$ cat src/rtl/alu_operand_stage_if.sv
// Bundles the decode-side, forwarding and ALU-side signals of the operand stage.
// The master modport is the surrounding pipeline; the slave modport is the operand stage.
interface alu_operand_stage_if #(
  parameter int DATA_W     = 16,
  parameter int REG_ADDR_W = 3,
  parameter int CNT_W      = 16
);
  logic                  id_valid;
  logic                  id_ready;
  logic [1:0]            id_a_sel;
  logic [1:0]            id_b_sel;
  logic                  id_is_store;
  logic [REG_ADDR_W-1:0] id_rega_addr;
  logic [REG_ADDR_W-1:0] id_regb_addr;
  logic [DATA_W-1:0]     id_rega_data;
  logic [DATA_W-1:0]     id_regb_data;
  logic [DATA_W-1:0]     id_imm;
  logic [DATA_W-1:0]     id_pc;

  logic                  ex_wr_en;
  logic                  ex_is_load;
  logic [REG_ADDR_W-1:0] ex_wr_addr;
  logic [DATA_W-1:0]     ex_wr_data;

  logic                  mem_wr_en;
  logic [REG_ADDR_W-1:0] mem_wr_addr;
  logic [DATA_W-1:0]     mem_wr_data;

  logic                  flush;

  logic                  ex_valid;
  logic                  ex_ready;
  logic [DATA_W-1:0]     ex_a;
  logic [DATA_W-1:0]     ex_b;
  logic [DATA_W-1:0]     ex_store_data;
  logic [CNT_W-1:0]      stall_cnt;

  modport master (
    output id_valid, id_a_sel, id_b_sel, id_is_store,
           id_rega_addr, id_regb_addr, id_rega_data, id_regb_data, id_imm, id_pc,
           ex_wr_en, ex_is_load, ex_wr_addr, ex_wr_data,
           mem_wr_en, mem_wr_addr, mem_wr_data, flush, ex_ready,
    input  id_ready, ex_valid, ex_a, ex_b, ex_store_data, stall_cnt
  );

  modport slave (
    input  id_valid, id_a_sel, id_b_sel, id_is_store,
           id_rega_addr, id_regb_addr, id_rega_data, id_regb_data, id_imm, id_pc,
           ex_wr_en, ex_is_load, ex_wr_addr, ex_wr_data,
           mem_wr_en, mem_wr_addr, mem_wr_data, flush, ex_ready,
    output id_ready, ex_valid, ex_a, ex_b, ex_store_data, stall_cnt
  );
endinterface

$ cat src/rtl/alu_operand_stage.sv
// ID/EX operand stage: operand A/B selection with EX/MEM forwarding, load-use bubble
// insertion and a single valid/ready output slot feeding the ALU.
module alu_operand_stage #(
  parameter int DATA_W     = 16,
  parameter int REG_ADDR_W = 3,
  parameter int CNT_W      = 16
) (
  input  logic               clk,
  input  logic               rst,
  alu_operand_stage_if.slave bus
);

  localparam logic [1:0] A_REGA = 2'd0;
  localparam logic [1:0] A_PC   = 2'd1;
  localparam logic [1:0] A_ZERO = 2'd2;
  localparam logic [1:0] A_REGB = 2'd3;

  localparam logic [1:0] B_IMM  = 2'd0;
  localparam logic [1:0] B_REGB = 2'd1;
  localparam logic [1:0] B_ZERO = 2'd2;
  localparam logic [1:0] B_ONE  = 2'd3;

  localparam logic [DATA_W-1:0] DATA_ONE = {{(DATA_W-1){1'b0}}, 1'b1};
  localparam logic [CNT_W-1:0]  CNT_ONE  = {{(CNT_W-1){1'b0}}, 1'b1};
  localparam logic [CNT_W-1:0]  CNT_MAX  = {CNT_W{1'b1}};

  logic [DATA_W-1:0] fwd_a;
  logic [DATA_W-1:0] fwd_b;
  logic [DATA_W-1:0] opa_nxt;
  logic [DATA_W-1:0] opb_nxt;

  logic              rega_used;
  logic              regb_used;
  logic              load_in_ex;
  logic              hazard;
  logic              slot_free;

  logic              ex_valid_q;
  logic [DATA_W-1:0] ex_a_q;
  logic [DATA_W-1:0] ex_b_q;
  logic [DATA_W-1:0] ex_store_q;
  logic [CNT_W-1:0]  stall_cnt_q;

  // A load in EX has no data yet, so it is excluded from EX forwarding; the hazard
  // logic below holds the consumer back one cycle until MEM forwarding can serve it.
  always_comb begin
    fwd_a = bus.id_rega_data;
    if (bus.ex_wr_en && !bus.ex_is_load && (bus.ex_wr_addr == bus.id_rega_addr)) begin
      fwd_a = bus.ex_wr_data;
    end else if (bus.mem_wr_en && (bus.mem_wr_addr == bus.id_rega_addr)) begin
      fwd_a = bus.mem_wr_data;
    end
  end

  always_comb begin
    fwd_b = bus.id_regb_data;
    if (bus.ex_wr_en && !bus.ex_is_load && (bus.ex_wr_addr == bus.id_regb_addr)) begin
      fwd_b = bus.ex_wr_data;
    end else if (bus.mem_wr_en && (bus.mem_wr_addr == bus.id_regb_addr)) begin
      fwd_b = bus.mem_wr_data;
    end
  end

  always_comb begin
    opa_nxt = '0;
    unique case (bus.id_a_sel)
      A_REGA:  opa_nxt = fwd_a;
      A_PC:    opa_nxt = bus.id_pc;
      A_ZERO:  opa_nxt = '0;
      A_REGB:  opa_nxt = fwd_b;
      default: opa_nxt = '0;
    endcase
  end

  always_comb begin
    opb_nxt = '0;
    unique case (bus.id_b_sel)
      B_IMM:   opb_nxt = bus.id_imm;
      B_REGB:  opb_nxt = fwd_b;
      B_ZERO:  opb_nxt = '0;
      B_ONE:   opb_nxt = DATA_ONE;
      default: opb_nxt = '0;
    endcase
  end

  // A_REGB reads through the regb port, so it counts as a regb use for hazards.
  assign rega_used  = (bus.id_a_sel == A_REGA);
  assign regb_used  = (bus.id_b_sel == B_REGB) || (bus.id_a_sel == A_REGB) || bus.id_is_store;
  assign load_in_ex = bus.id_valid && bus.ex_wr_en && bus.ex_is_load;

  assign hazard = load_in_ex &&
                  ((rega_used && (bus.id_rega_addr == bus.ex_wr_addr)) ||
                   (regb_used && (bus.id_regb_addr == bus.ex_wr_addr)));

  assign slot_free = !ex_valid_q || bus.ex_ready;

  assign bus.id_ready = rst && slot_free && !hazard && !bus.flush;

  always_ff @(posedge clk or negedge rst) begin
    if (!rst) begin
      ex_valid_q  <= 1'b0;
      ex_a_q      <= '0;
      ex_b_q      <= '0;
      ex_store_q  <= '0;
      stall_cnt_q <= '0;
    end else if (bus.flush) begin
      ex_valid_q <= 1'b0;
    end else if (slot_free) begin
      if (hazard) begin
        ex_valid_q <= 1'b0;
        if (stall_cnt_q != CNT_MAX) begin
          stall_cnt_q <= stall_cnt_q + CNT_ONE;
        end
      end else if (bus.id_valid) begin
        ex_valid_q <= 1'b1;
        ex_a_q     <= opa_nxt;
        ex_b_q     <= opb_nxt;
        ex_store_q <= fwd_b;
      end else begin
        ex_valid_q <= 1'b0;
      end
    end
  end

  assign bus.ex_valid      = ex_valid_q;
  assign bus.ex_a          = ex_a_q;
  assign bus.ex_b          = ex_b_q;
  assign bus.ex_store_data = ex_store_q;
  assign bus.stall_cnt     = stall_cnt_q;

endmodule

$ cat src/flat_wrapper.sv
// flat-port wrapper written by rule: the top's interface ports become plain ports
module alu_operand_stage_flat 
#(
  parameter int DATA_W     = 16,
  parameter int REG_ADDR_W = 3,
  parameter int CNT_W      = 16
)
  (clk, rst, bus_id_valid, bus_id_a_sel, bus_id_b_sel, bus_id_is_store, bus_id_rega_addr, bus_id_regb_addr, bus_id_rega_data, bus_id_regb_data, bus_id_imm, bus_id_pc, bus_ex_wr_en, bus_ex_is_load, bus_ex_wr_addr, bus_ex_wr_data, bus_mem_wr_en, bus_mem_wr_addr, bus_mem_wr_data, bus_flush, bus_ex_ready, bus_id_ready, bus_ex_valid, bus_ex_a, bus_ex_b, bus_ex_store_data, bus_stall_cnt);
  alu_operand_stage_if #(.DATA_W(DATA_W), .REG_ADDR_W(REG_ADDR_W), .CNT_W(CNT_W)) bus_i ();
  input  logic clk;
  input  logic rst;
  input wire logic [$bits(bus_i.id_valid)-1:0] bus_id_valid;
  input wire logic [$bits(bus_i.id_a_sel)-1:0] bus_id_a_sel;
  input wire logic [$bits(bus_i.id_b_sel)-1:0] bus_id_b_sel;
  input wire logic [$bits(bus_i.id_is_store)-1:0] bus_id_is_store;
  input wire logic [$bits(bus_i.id_rega_addr)-1:0] bus_id_rega_addr;
  input wire logic [$bits(bus_i.id_regb_addr)-1:0] bus_id_regb_addr;
  input wire logic [$bits(bus_i.id_rega_data)-1:0] bus_id_rega_data;
  input wire logic [$bits(bus_i.id_regb_data)-1:0] bus_id_regb_data;
  input wire logic [$bits(bus_i.id_imm)-1:0] bus_id_imm;
  input wire logic [$bits(bus_i.id_pc)-1:0] bus_id_pc;
  input wire logic [$bits(bus_i.ex_wr_en)-1:0] bus_ex_wr_en;
  input wire logic [$bits(bus_i.ex_is_load)-1:0] bus_ex_is_load;
  input wire logic [$bits(bus_i.ex_wr_addr)-1:0] bus_ex_wr_addr;
  input wire logic [$bits(bus_i.ex_wr_data)-1:0] bus_ex_wr_data;
  input wire logic [$bits(bus_i.mem_wr_en)-1:0] bus_mem_wr_en;
  input wire logic [$bits(bus_i.mem_wr_addr)-1:0] bus_mem_wr_addr;
  input wire logic [$bits(bus_i.mem_wr_data)-1:0] bus_mem_wr_data;
  input wire logic [$bits(bus_i.flush)-1:0] bus_flush;
  input wire logic [$bits(bus_i.ex_ready)-1:0] bus_ex_ready;
  output wire logic [$bits(bus_i.id_ready)-1:0] bus_id_ready;
  output wire logic [$bits(bus_i.ex_valid)-1:0] bus_ex_valid;
  output wire logic [$bits(bus_i.ex_a)-1:0] bus_ex_a;
  output wire logic [$bits(bus_i.ex_b)-1:0] bus_ex_b;
  output wire logic [$bits(bus_i.ex_store_data)-1:0] bus_ex_store_data;
  output wire logic [$bits(bus_i.stall_cnt)-1:0] bus_stall_cnt;
  assign bus_i.id_valid = bus_id_valid;
  assign bus_i.id_a_sel = bus_id_a_sel;
  assign bus_i.id_b_sel = bus_id_b_sel;
  assign bus_i.id_is_store = bus_id_is_store;
  assign bus_i.id_rega_addr = bus_id_rega_addr;
  assign bus_i.id_regb_addr = bus_id_regb_addr;
  assign bus_i.id_rega_data = bus_id_rega_data;
  assign bus_i.id_regb_data = bus_id_regb_data;
  assign bus_i.id_imm = bus_id_imm;
  assign bus_i.id_pc = bus_id_pc;
  assign bus_i.ex_wr_en = bus_ex_wr_en;
  assign bus_i.ex_is_load = bus_ex_is_load;
  assign bus_i.ex_wr_addr = bus_ex_wr_addr;
  assign bus_i.ex_wr_data = bus_ex_wr_data;
  assign bus_i.mem_wr_en = bus_mem_wr_en;
  assign bus_i.mem_wr_addr = bus_mem_wr_addr;
  assign bus_i.mem_wr_data = bus_mem_wr_data;
  assign bus_i.flush = bus_flush;
  assign bus_i.ex_ready = bus_ex_ready;
  assign bus_id_ready = bus_i.id_ready;
  assign bus_ex_valid = bus_i.ex_valid;
  assign bus_ex_a = bus_i.ex_a;
  assign bus_ex_b = bus_i.ex_b;
  assign bus_ex_store_data = bus_i.ex_store_data;
  assign bus_stall_cnt = bus_i.stall_cnt;
  alu_operand_stage #(.DATA_W(DATA_W), .REG_ADDR_W(REG_ADDR_W), .CNT_W(CNT_W)) u_core (.clk(clk), .rst(rst), .bus(bus_i));
endmodule
$ cat config.mk
export PLATFORM = sky130hd
export DESIGN_NAME = alu_operand_stage_flat
export DESIGN_NICKNAME = d
export VERILOG_FILES = /design/src/rtl/alu_operand_stage_if.sv /design/src/rtl/alu_operand_stage.sv /design/src/flat_wrapper.sv
export SDC_FILE = /design/constraint.sdc
export NUM_CORES = 1
export LEC_CHECK = 0
export BUFFER_PORTS_ARGS = -buffer_cell sky130_fd_sc_hd__buf_2
export CAP_MARGIN = 15
export CORE_MARGIN = 4
export CORE_UTILIZATION = 23
export CTS_CLUSTER_SIZE = 40
export DETAILED_ROUTE_END_ITERATION = 10
export GPL_ROUTABILITY_DRIVEN = 1
export PLACE_DENSITY_LB_ADDON = 0.25
export SLEW_MARGIN = 10
export SYNTH_ARGS = -nofsm -noshare
export SYNTH_HDL_FRONTEND = slang
export SYNTH_SLANG_ARGS = --single-unit
$ cat constraint.sdc
create_clock -name clk -period 1.99 [get_ports clk]
set_clock_uncertainty 0.15 [all_clocks]
set_input_delay 0.199 -clock clk [delete_from_list [all_inputs] [get_ports clk]]
set_output_delay 0.199 -clock clk [all_outputs]
set_load 0.01 [all_outputs]
==> flow_metrics.env <==
export IMPL_dr_wl_met2_mm=7.50
export IMPL_drive_gt1_share_pct=36.9
export IMPL_yosysWarnings=0
export IMPL_power_density_nw_per_um2=727
export IMPL_synth_cells=428
export IMPL_synth_top_area_cell="dfrtp_1"
export IMPL_power_switching_mw=1.19
export IMPL_final_util_pct=34.7
export IMPL_seq_area_frac_synth_pct=43.2
export IMPL_syn_nets=550
export IMPL_cts_sinks=65
export IMPL_wl_met1_mm=5.90
export IMPL_hold_violations=0
export IMPL_die_x_um=136
export IMPL_fin_hold_ws_ps=9.65
export IMPL_power_share_clock_pct=35.1
export IMPL_p_comb_share_pct=25.2
export IMPL_worstPathArrival_ps=1990
export IMPL_fill_cells=1696
export IMPL_cts_buffers=9
export IMPL_num_nets_final=757
export IMPL_grt_use_total_pct=15.8
export IMPL_drc=0
export IMPL_holdPathStages=3
export IMPL_numPortBuffers=186
export IMPL_die_area_um2=18500
export IMPL_crit_fanout=7
export IMPL_post_synth_top_count_cell="nand2_1"
export IMPL_num_vias=3874
export IMPL_max_cap_violations=0
export IMPL_overflow=0
export IMPL_yosys_top_cells_area="dfrtp_1 (43%), mux2i_1 (12%), nand2_1 (7.5%)"
export IMPL_rr_worst_depth=8
export IMPL_internal_power_mw=2.83
export IMPL_seqPwrFrac_pct=39.6
export IMPL_start_util_pct=23.6
export IMPL_synthArstFlopShare_pct=100
export IMPL_critical_path_class="register to register"
export IMPL_syn_avg_cell_area_um2=8.81
export IMPL_hp_class="primary input to register"
export IMPL_root_buffer="clkbuf_16"
export IMPL_clk_path_buf_depth=2
export IMPL_leakage_nw=2.86
export IMPL_dpl_cell_count=831
export IMPL_swShare_pct=29.7
export IMPL_num_rows=46
export IMPL_synth_seq_cells=65
export IMPL_seq_area_um2=1630
export IMPL_ys_flop_type="dfrtp_1"
export IMPL_worst_pin_slew_ps=789
export IMPL_cts_tree="built"
export IMPL_antenna_found_initial=0
export IMPL_gp_congestion=0.843
export IMPL_synth_edf_count=0
export IMPL_grt_max_degree=66
export IMPL_status="finished, final reports clean"
export IMPL_grt_pass1_vias=4165
export IMPL_grt_pass1_wl_mm=22.2
export IMPL_synth_top_cell_area_share_pct=43.2
export IMPL_drtAntennaViolNets=0
export IMPL_setup_viol=0
export IMPL_ir_drop_mv=0.366
export IMPL_dp_hpwl_mm=11.2
export IMPL_vias_per_cell=4.55
export IMPL_boundaryPins=187
export IMPL_slew_viol_final=0
export IMPL_fin_cells=852
export IMPL_netlist_area_um2=3770
export IMPL_drt_initial_drc_count=128
export IMPL_first_pass_iters=6
export IMPL_highest_layer="met4"
export IMPL_syn_to_final_growth_pct=46.8
export IMPL_startpoint_type="register"
export IMPL_clk_latency_ps=330
export IMPL_period_share_pct=95.0
export IMPL_core_area_um2=15900
export IMPL_max_freq_mhz=529
export IMPL_multi_input_area_um2=2040
export IMPL_endpoint_kind="register"
export IMPL_wl_per_cell_um=17.2
export IMPL_dr_wl_met3_mm=1.15
export IMPL_slew_headroom_pct=47.2
export IMPL_cts_htree_levels=3
export IMPL_diodes=0
export IMPL_synth_cell_types=40
export IMPL_rsz0062_at_grt="yes"
export IMPL_netlist_top_cells_count="nand2_1 (75), dfrtp_1 (65), nor2_1 (56), a21oi_1 (49), mux2i_1 (47)"
export IMPL_finalCriticalPeriod_ps=1890
export IMPL_drt_wl_total_mm=14.7
export IMPL_crit_required_ps=2090
export IMPL_dieHeight_um=136
export IMPL_path_clk_slew_ps=50
path summary, 6_finish.rpt:
kind	start	endpoint	slack (ps)
worst max-delay path	u_core.bus.stall_cnt[1]	u_core.bus.stall_cnt[13]	100
worst min-delay path	bus_id_imm[12]	u_core.bus.ex_b[12]	10
worst max register to register	u_core.bus.stall_cnt[1]	u_core.bus.stall_cnt[13]	100
worst min register to register	u_core.bus.ex_store_data[14]	u_core.bus.ex_store_data[14]	320
max in group asynchronous	rst	u_core.bus.ex_store_data[4]	1090
min in group asynchronous	rst	u_core.bus.stall_cnt[15]	310
power by group through the flow:
| stage | registers [mW] | logic, mW | clock network (mW) |
|---|---|---|---|
| after detailed placement | 1.62 | 1.02 | 0 |
| final | 1.59 | 1.01 | 1.41 |
| after global routing | 1.62 | 1.13 | 1.54 |
| after CTS | 1.60 | 1.04 | 1.48 |
| after floorplan | 1.70 | 0.371 | 0 |
| after global placement | 1.61 | 1.00 | 0 |
per-layer routing:
layer,vias to the layer above,track usage (%)
met3,9,5.92
met5,-,0
met1,1851,18.0
met2,106,28.1
met4,0,3.30
li1,1908,-
sequential cells by signal, summed over array words and instances (netlist names):
signal	cells
u_core.bus.ex_b	16
u_core.bus.ex_valid	1
u_core.bus.stall_cnt	16
u_core.bus.ex_store_data	16
u_core.bus.ex_a	16
cells in the final DEF (no fill, tap or decap), types with 2 or more instances in the layout:
cell type / n
nand2_1: 75
a221oi_1: 15
clkbuf_16: 9
nand4b_1: 2
a21oi_1: 49
dlygate4sd3_1: 9
buf_4: 17
nor3_1: 4
mux2i_1: 47
nand3_1: 6
nor4b_1: 3
nor2b_1: 3
clkbuf_8: 2
nor2_1: 56
xor2_1: 12
nand4_1: 7
buf_2: 185
xnor2_1: 15
and2_1: 2
and3_1: 3
dfrtp_1: 65
nor2b_2: 2
buf_12: 9
inv_1: 4
o21ai_1: 7
o21ai_0: 9
and4_1: 2
cell type report:
type,instances,share of cell area [%]
Sequential cell,65,29.4
Inverter,4,0.271
Timing Repair Buffer,220,23.9
Multi-Input combinational cell,335,36.8
Clock inverter,1,0.0905
Clock buffer,11,4.57
Tap cell,216,4.89
metrics by stage:
stage | instance area (um2) | power, mW | worst slack, ps | setup TNS, ps
finish | 5530 | 4.02 | 100 | 0
global route | 5530 | 4.29 | -21.1 | -48.0
CTS | 5530 | 4.12 | 51.1 | 0
detailed placement | 5180 | 2.63 | -79.5 | -689
global placement | 5180 | 2.61 | -31.3 | -217
floorplan | 3770 | 2.07 | 89.2 | 0
worst max-delay path: stages (launching register included):
cell,delay (ps)
dfrtp_1,410
ha_1,220
nand3_1,100
nor3_1,50
a21oi_1,170
nand4_1,120
buf_4,190
nor3b_1,240
xor2_1,170
kinds of logic after synthesis:
| kind of cell | count (synthesis) | synth area share, % |
|---|---|---|
| AOI/OAI and AO/OA | 87 | 13.8 |
| xor gates and xnor gates | 27 | 6.27 |
| adders and majority gates | 1 | 0.332 |
| buffers and inverters | 28 | 3.39 |
| DFF | 65 | 43.2 |
| muxes | 48 | 12.8 |
| and+or+nand+nor | 172 | 20.3 |
repair_timing:
item,4_1_cts,5_1_grt
hold endpoints to repair,72,0
setup buffers,0,0
hold buffers,9,0
setup endpoints to repair,0,23
resized for setup,0,1
(Power assumes the default switching activity.)
